<file path="config.mk">
export PLATFORM = sky130hd
export DESIGN_NAME = dram_req_arbiter_flat
export DESIGN_NICKNAME = d
export VERILOG_FILES = /design/src/rtl/dram_pkg.sv /design/src/rtl/dram_req_arbiter_if.sv /design/src/rtl/dram_tag_queue.sv /design/src/rtl/dram_req_arbiter.sv /design/src/flat_wrapper.sv
export SDC_FILE = /design/constraint.sdc
export NUM_CORES = 1
export LEC_CHECK = 0
export ABC_AREA = 0
export CAP_MARGIN = 20
export CORE_AREA = 4 4 72 61
export CTS_CLUSTER_DIAMETER = 80
export CTS_CLUSTER_SIZE = 20
export DETAILED_ROUTE_END_ITERATION = 10
export DIE_AREA = 0 0 76 65
export HOLD_SLACK_MARGIN = 0.02
export PLACE_DENSITY = 0.72
export SLEW_MARGIN = 20
export SYNTH_ARGS = -nofsm -noshare
export SYNTH_HDL_FRONTEND = slang
export SYNTH_HIERARCHICAL = 1
export SYNTH_SLANG_ARGS = --single-unit
</file>
<file path="constraint.sdc">
create_clock -name clk -period 2.7 [get_ports clk]
set_input_delay 0.27 -clock clk [delete_from_list [all_inputs] [get_ports clk]]
set_output_delay 0.27 -clock clk [all_outputs]
set_load 0.02 [all_outputs]
</file>
<file path="src/rtl/dram_pkg.sv">
// Shared DRAM front-end constants and the {write,addr} request word layout.
// Pure declarations: no latency, no flow control.
package dram_pkg;
  localparam int LOG_DRAM_SIZE = 6;
  localparam int PAGE_LEN      = 4;
  localparam int LOG_ADDR_SIZE = LOG_DRAM_SIZE - $clog2(PAGE_LEN);
  localparam int LOG_REQ_SIZE  = 1 + LOG_ADDR_SIZE;
  localparam int REQ_WRITE     = LOG_REQ_SIZE - 1;

  typedef logic [LOG_ADDR_SIZE-1:0] addr_t;
  typedef logic [PAGE_LEN-1:0]      page_t;

  typedef struct packed {
    logic  write;
    addr_t addr;
  } req_t;
endpackage

</file>
<file path="src/rtl/dram_req_arbiter_if.sv">
// Client and FIFO-side signals of the DRAM request arbiter.
// slave = arbiter side, master = clients plus FIFO models.
interface dram_req_arbiter_if;
  import dram_pkg::*;

  logic [1:0]                 req_valid;
  logic [1:0]                 req_ready;
  logic [1:0]                 req_write;
  logic [2*LOG_ADDR_SIZE-1:0] req_addr;
  logic [2*PAGE_LEN-1:0]      req_wdata;
  logic [1:0]                 rsp_valid;
  logic [1:0]                 rsp_ready;
  page_t                      rsp_data;
  logic                       frq_write_en;
  logic [LOG_REQ_SIZE-1:0]    frq_write_data;
  logic                       frq_full;
  logic                       fwd_write_en;
  page_t                      fwd_write_data;
  logic                       fwd_full;
  logic                       frd_read_en;
  page_t                      frd_read_data;
  logic                       frd_empty;
  logic                       error;

  modport slave (
    input  req_valid, req_write, req_addr, req_wdata, rsp_ready,
           frq_full, fwd_full, frd_read_data, frd_empty,
    output req_ready, rsp_valid, rsp_data, frq_write_en, frq_write_data,
           fwd_write_en, fwd_write_data, frd_read_en, error
  );

  modport master (
    output req_valid, req_write, req_addr, req_wdata, rsp_ready,
           frq_full, fwd_full, frd_read_data, frd_empty,
    input  req_ready, rsp_valid, rsp_data, frq_write_en, frq_write_data,
           fwd_write_en, fwd_write_data, frd_read_en, error
  );
endinterface

</file>
<file path="src/rtl/dram_tag_queue.sv">
// DEPTH x 1-bit circular FIFO of client ids for outstanding reads.
// Head is visible combinationally; push when full and pop when empty are ignored.
module dram_tag_queue #(
  parameter int DEPTH = 4
) (
  input  logic                     clk,
  input  logic                     rst,
  input  logic                     push,
  input  logic                     push_id,
  input  logic                     pop,
  output logic                     head,
  output logic [$clog2(DEPTH):0]   count,
  output logic                     full,
  output logic                     empty
);
  localparam int PW = $clog2(DEPTH);

  logic [DEPTH-1:0] mem_q, mem_d;
  logic [PW-1:0]    wr_ptr_q, wr_ptr_d, rd_ptr_q, rd_ptr_d;
  logic [PW:0]      count_q, count_d;
  logic             do_push, do_pop;

  always_comb begin
    full     = (count_q == (PW+1)'(DEPTH));
    empty    = (count_q == '0);
    head     = mem_q[rd_ptr_q];
    count    = count_q;
    do_push  = push & ~full;
    do_pop   = pop & ~empty;
    mem_d    = mem_q;
    wr_ptr_d = wr_ptr_q;
    rd_ptr_d = rd_ptr_q;
    count_d  = count_q;
    if (do_push) begin
      mem_d[wr_ptr_q] = push_id;
      wr_ptr_d        = wr_ptr_q + 1'b1;
    end
    if (do_pop) rd_ptr_d = rd_ptr_q + 1'b1;
    if (do_push && !do_pop)      count_d = count_q + 1'b1;
    else if (!do_push && do_pop) count_d = count_q - 1'b1;
  end

  always_ff @(posedge clk or posedge rst) begin
    if (rst) begin
      mem_q    <= '0;
      wr_ptr_q <= '0;
      rd_ptr_q <= '0;
      count_q  <= '0;
    end else begin
      mem_q    <= mem_d;
      wr_ptr_q <= wr_ptr_d;
      rd_ptr_q <= rd_ptr_d;
      count_q  <= count_d;
    end
  end
endmodule

</file>
<file path="src/rtl/dram_req_arbiter.sv">
// Two-client round-robin front end for the DRAM request/write-data FIFOs with in-order read return.
// Accept -> FIFO push one cycle later; a full FIFO holds the staged request and drops req_ready.
module dram_req_arbiter
  import dram_pkg::*;
#(
  parameter int TAG_DEPTH = 4
) (
  input  logic clk,
  input  logic rst,
  dram_req_arbiter_if.slave bus
);
  localparam int TW = $clog2(TAG_DEPTH);

  logic        out_valid_q, out_valid_d;
  req_t        out_req_q, out_req_d;
  page_t       out_wdata_q, out_wdata_d;
  logic        rr_ptr_q, rr_ptr_d;
  logic        error_q, error_d;

  logic        drain, space, gnt_vld, gnt_id;
  logic [1:0]  elig;
  req_t        gnt_req;
  page_t       gnt_wdata;
  logic        tag_push, tag_pop, tag_head, tag_full, tag_empty;
  logic [TW:0] tag_count;
  logic        rsp_act, stray;

  dram_tag_queue #(.DEPTH(TAG_DEPTH)) u_tags (
    .clk     (clk),
    .rst     (rst),
    .push    (tag_push),
    .push_id (gnt_id),
    .pop     (tag_pop),
    .head    (tag_head),
    .count   (tag_count),
    .full    (tag_full),
    .empty   (tag_empty)
  );

  always_comb begin
    // A write must fit in both FIFOs at once so it is never split.
    drain = out_valid_q & ~bus.frq_full & (~out_req_q.write | ~bus.fwd_full);
    space = ~out_valid_q | drain;
    elig  = '0;
    for (int i = 0; i < 2; i++)
      elig[i] = ~rst & bus.req_valid[i] & space &
                (bus.req_write[i] | (tag_count < (TW+1)'(TAG_DEPTH)));
    gnt_vld   = |elig;
    gnt_id    = (&elig) ? rr_ptr_q : elig[1];
    gnt_req   = '{write: (gnt_id ? bus.req_write[1] : bus.req_write[0]),
                  addr:  (gnt_id ? bus.req_addr[2*LOG_ADDR_SIZE-1:LOG_ADDR_SIZE]
                                 : bus.req_addr[LOG_ADDR_SIZE-1:0])};
    gnt_wdata = gnt_id ? bus.req_wdata[2*PAGE_LEN-1:PAGE_LEN] : bus.req_wdata[PAGE_LEN-1:0];
    tag_push  = gnt_vld & ~gnt_req.write & ~tag_full;

    bus.req_ready = '0;
    if (gnt_vld) bus.req_ready[gnt_id] = 1'b1;

    out_valid_d = out_valid_q;
    out_req_d   = out_req_q;
    out_wdata_d = out_wdata_q;
    if (gnt_vld) begin
      out_valid_d = 1'b1;
      out_req_d   = gnt_req;
      out_wdata_d = gnt_wdata;
    end else if (drain) begin
      out_valid_d = 1'b0;
    end
    rr_ptr_d = gnt_vld ? ~gnt_id : rr_ptr_q;

    bus.frq_write_en   = drain;
    bus.frq_write_data = out_req_q;
    bus.fwd_write_en   = drain & out_req_q.write;
    bus.fwd_write_data = out_wdata_q;

    // Read data with no tag is unroutable: flag it and pop it so the FIFO cannot wedge.
    rsp_act = ~rst & ~bus.frd_empty & ~tag_empty;
    stray   = ~rst & ~bus.frd_empty & tag_empty;
    tag_pop = rsp_act & bus.rsp_ready[tag_head];
    bus.rsp_valid = '0;
    if (rsp_act) bus.rsp_valid[tag_head] = 1'b1;
    bus.rsp_data    = rsp_act ? bus.frd_read_data : '0;
    bus.frd_read_en = tag_pop | stray;
    error_d         = error_q | stray;
    bus.error       = error_q;
  end

  always_ff @(posedge clk or posedge rst) begin
    if (rst) begin
      out_valid_q <= 1'b0;
      out_req_q   <= '0;
      out_wdata_q <= '0;
      rr_ptr_q    <= 1'b0;
      error_q     <= 1'b0;
    end else begin
      out_valid_q <= out_valid_d;
      out_req_q   <= out_req_d;
      out_wdata_q <= out_wdata_d;
      rr_ptr_q    <= rr_ptr_d;
      error_q     <= error_d;
    end
  end
endmodule

</file>
<file path="src/flat_wrapper.sv">
// flat-port wrapper written by rule: the top's interface ports become plain ports
module dram_req_arbiter_flat import dram_pkg::*;
#(
  parameter int TAG_DEPTH = 4
)
  (clk, rst, bus_req_valid, bus_req_write, bus_req_addr, bus_req_wdata, bus_rsp_ready, bus_frq_full, bus_fwd_full, bus_frd_read_data, bus_frd_empty, bus_req_ready, bus_rsp_valid, bus_rsp_data, bus_frq_write_en, bus_frq_write_data, bus_fwd_write_en, bus_fwd_write_data, bus_frd_read_en, bus_error);
  dram_req_arbiter_if bus_i ();
  input  logic clk;
  input  logic rst;
  input wire logic [$bits(bus_i.req_valid)-1:0] bus_req_valid;
  input wire logic [$bits(bus_i.req_write)-1:0] bus_req_write;
  input wire logic [$bits(bus_i.req_addr)-1:0] bus_req_addr;
  input wire logic [$bits(bus_i.req_wdata)-1:0] bus_req_wdata;
  input wire logic [$bits(bus_i.rsp_ready)-1:0] bus_rsp_ready;
  input wire logic [$bits(bus_i.frq_full)-1:0] bus_frq_full;
  input wire logic [$bits(bus_i.fwd_full)-1:0] bus_fwd_full;
  input wire logic [$bits(bus_i.frd_read_data)-1:0] bus_frd_read_data;
  input wire logic [$bits(bus_i.frd_empty)-1:0] bus_frd_empty;
  output wire logic [$bits(bus_i.req_ready)-1:0] bus_req_ready;
  output wire logic [$bits(bus_i.rsp_valid)-1:0] bus_rsp_valid;
  output wire logic [$bits(bus_i.rsp_data)-1:0] bus_rsp_data;
  output wire logic [$bits(bus_i.frq_write_en)-1:0] bus_frq_write_en;
  output wire logic [$bits(bus_i.frq_write_data)-1:0] bus_frq_write_data;
  output wire logic [$bits(bus_i.fwd_write_en)-1:0] bus_fwd_write_en;
  output wire logic [$bits(bus_i.fwd_write_data)-1:0] bus_fwd_write_data;
  output wire logic [$bits(bus_i.frd_read_en)-1:0] bus_frd_read_en;
  output wire logic [$bits(bus_i.error)-1:0] bus_error;
  assign bus_i.req_valid = bus_req_valid;
  assign bus_i.req_write = bus_req_write;
  assign bus_i.req_addr = bus_req_addr;
  assign bus_i.req_wdata = bus_req_wdata;
  assign bus_i.rsp_ready = bus_rsp_ready;
  assign bus_i.frq_full = bus_frq_full;
  assign bus_i.fwd_full = bus_fwd_full;
  assign bus_i.frd_read_data = bus_frd_read_data;
  assign bus_i.frd_empty = bus_frd_empty;
  assign bus_req_ready = bus_i.req_ready;
  assign bus_rsp_valid = bus_i.rsp_valid;
  assign bus_rsp_data = bus_i.rsp_data;
  assign bus_frq_write_en = bus_i.frq_write_en;
  assign bus_frq_write_data = bus_i.frq_write_data;
  assign bus_fwd_write_en = bus_i.fwd_write_en;
  assign bus_fwd_write_data = bus_i.fwd_write_data;
  assign bus_frd_read_en = bus_i.frd_read_en;
  assign bus_error = bus_i.error;
  dram_req_arbiter #(.TAG_DEPTH(TAG_DEPTH)) u_core (.clk(clk), .rst(rst), .bus(bus_i));
endmodule
</file>
==> results.yml <==
drt:
  post-route-drc-count: 0
  routed_wl_mm: 3.72
  first_pass_iters: 4
  post_drt_wl_per_cell_um: 15.1
  num_vias: 1251
  drt_iter0_drc: 71
  ant_nets: 0
  vias_per_cell: 5.06
critical_path:
  timing.rr.start: "u_core/bus.frq_write_data[4]$_DFFE_PP0N_"
  crit_required_ns: 2.43
  path_max_fanout: 3
  endpoint_kind: "output pin"
  worstPathArrival_ns: 2.32
  crit_slowest_cell: "clkdlybuf4s50_1"
  crit_buf_inv: 2
  reg2reg_slack_ns: 0.13
  rr_worst_depth: 12
  path_delay_family: "buffers and inverters"
  r2r-end: "u_core/u_tags/count[2]$_DFFE_PP0P_"
  crit_type: "reg -> out"
  critical_path.startpoint_type: "flop"
  max_stage_delay_ns: 0.60
  worstPathCellList: "mux4_2 -> mux2i_1 -> nor2b_1 -> buf_4 -> a21o_1 -> clkdlybuf4s50_1"
floorplanning:
  die_h_um: 65
  start_util_pct: 38.4
  ios: 52
  row_count: 20
  die-width_um: 76
  dieArea_mm2: 0.00494
  core_mm2: 0.00368
synthesis:
  synth-async-reset-ratio_pct: 100
  ys_ff_latch: 23
  syn-cell-area_mm2: 0.00141
  synth_edf_count: 0
  synthCells: 137
  yosys_warnings: 6
  ys_seq_area_share_pct: 40.7
  synthTopCellsByArea: "dfrtp_1, ha_1, o21ai_0"
  ys.flop_type: "dfrtp_1"
  yosysTopAreaCell: "dfrtp_1"
  avgSynthCellArea_um2: 10.3
  synthDistinctLibCells: 48
  synth_fp_nets: 174
  synth_top_cell_area_share_pct: 40.7
sta:
  finalCritPeriodShare_pct: 95.9
  setup-tns-final_ns: 0
  fmax_mhz: 386
  finalHoldViolCount: 0
  worstMarginPinSlew_ns: 0.465
  rsz0062_at_grt: "yes"
  worst_slack_ns: 0.109
  slew_headroom_pct: 69.0
  slew_violations: 0
  setup_viol: 0
  period_needed_ns: 2.59
  skew_ns: 0.00173
placement:
  pre_cts_slack_ns: -0.237
  dpl_cell_area_mm2: 0.00208
  place_inst: 243
  numPortBuffers: 51
  dp.final_hpwl_mm: 2.96
  place_congestion: 0.817
global_routing:
  gr-total-overflow: 0
  grt_pass1_wl_mm: 6.53
  grt_usage_pct: 16.0
  antenna_found_initial: 0
  grt_start_max_net_pins: 15
  grt_pass1_vias: 1331
clock_network:
  clockBufferDepth: 2
  tritoncts: "built"
  numCtsBuffers: 3
  htreeDepth: 1
  clk_pin_slew_ns: 0.08
  clock_latency_ns: 0.26
  cts_sinks: 23
  cts_root_buffer: "clkbuf_8"
final_layout:
  nFillCells: 320
  fin_cells: 247
  layout_commonest_cell: "clkdlybuf4s50_1"
  design_area_mm2: 0.00213
  drive_gt1_share_pct: 20.7
  finalNetCount: 241
  diodes: 0
  area_delta_synth_final_pct: 50.8
  layout_common_cells: "clkdlybuf4s50_1, dfrtp_1, buf_4, o21ai_0, nand2_1"
power:
  pwr_density_cell_mw_per_mm2: 871
  irDropWorstVdd_v: 0.000552
  p_leak_nw: 0.876
flow_run:
  drv_cap: 0
status:
  status: "completed"
hold_path:
  min_path_type: "in -> async"
==> state kept, by name, summed over array words and instances, names as in the netlist <==
signal                     flops
u_core/u_tags/count            3
u_core/u_tags/wr_ptr_q         2
u_core/bus.error               1
u_core/u_tags/rd_ptr_q         2
u_core/bus.fwd_write_data      4
u_core/out_valid_q             1
u_core/bus.frq_write_data      5
u_core/rr_ptr_q                1
u_core/u_tags/mem_q            4
==> where the power goes <==
group | leakage, nW | internal [W] | switching (W)
registers | 0.273 | 0.000506 | 0.000154
logic | 0.581 | 0.000515 | 0.000463
clock network | 0.0217 | 0.000104 | 0.000112
total | 0.876 | 0.00113 | 0.000730
==> worst min-delay path: stages <==
cell	delay (ns)
clkdlybuf4s50_1	0.46
clkinvlp_4	0.12
buf_4	0.21
==> routing by layer <==
layer  GRT usage [%]  up-vias  share of wire, %
met5               0        -                 0
met4            3.33        0              0.73
met3            3.89        2               7.2
met1            21.9      587                47
li1                -      615                 -
met2            25.7       47                45
==> worst max-delay path by stage <==
stage / slack (ns) / from / cells past startpoint / to
after CTS: 0.03 / bus_fwd_full / 13 / u_core/u_tags/count[2]$_DFFE_PP0P_
after global placement: -0.12 / bus_fwd_full / 13 / u_core/u_tags/count[2]$_DFFE_PP0P_
after detailed placement: -0.24 / bus_fwd_full / 13 / u_core/u_tags/count[2]$_DFFE_PP0P_
final: 0.11 / u_core/u_tags/rd_ptr_q[1]$_DFFE_PP0P_ / 6 / bus_frd_read_en
after floorplan: 0.005 / u_core/bus.frq_write_data[4]$_DFFE_PP0N_ / 13 / u_core/u_tags/count[2]$_DFFE_PP0P_
after global routing: -0.03 / u_core/bus.frq_write_data[4]$_DFFE_PP0N_ / 12 / u_core/u_tags/count[2]$_DFFE_PP0P_
==> Yosys cell counts (2+ instances only) <==
cell type  instances
a21oi_1            5
nor3b_4            2
ha_1               5
a21o_1             3
a31oi_1            5
nand2b_1           5
nand2_1            9
o21ai_1            2
nor2_1             3
buf_2              2
o21ai_0           11
a21boi_0           3
nand3_1            6
dfrtp_1           23
xor2_1             2
xnor2_1            4
inv_1              6
and3_1             2
nor3_1             3
and2_1             6
a221o_1            3
==> stage by stage <==
stage               hold WS (ns)  power, W  util (%)
finish                     0.435   0.00186      57.9
CTS                        0.436   0.00187      57.8
global placement           0.443   0.00160      56.5
global route               0.464   0.00198      57.9
detailed placement         0.445   0.00164      56.5
floorplan                 0.0874   0.00122         -
==> cells by family after synthesis <==
group	synth area share [%]
compound gates	17.3
xor+xnor	3.72
fa+ha+maj	5.85
buf+inv	3.99
flops	40.7
mux	4.16
simple gates	24.3
==> cell type report <==
cell class	instances	area, µm²	share of cell area (%)
Tap cell	44	55.1	2.58
Clock inverter	1	7.51	0.352
Inverter	6	26.3	1.23
Clock buffer	3	41.3	1.94
Timing Repair Buffer	67	631	29.6
Multi-Input combinational cell	103	793	37.2
Sequential cell	23	577	27.1
==> repair_timing <==
action / 4_1_cts / 5_1_grt
setup endpoints to repair: 0 / 2
hold buffers: 0 / 0
resized for setup: 0 / 3
buffers inserted: 0 / 0
No activity file was read; power rests on OpenSTA's default activity.
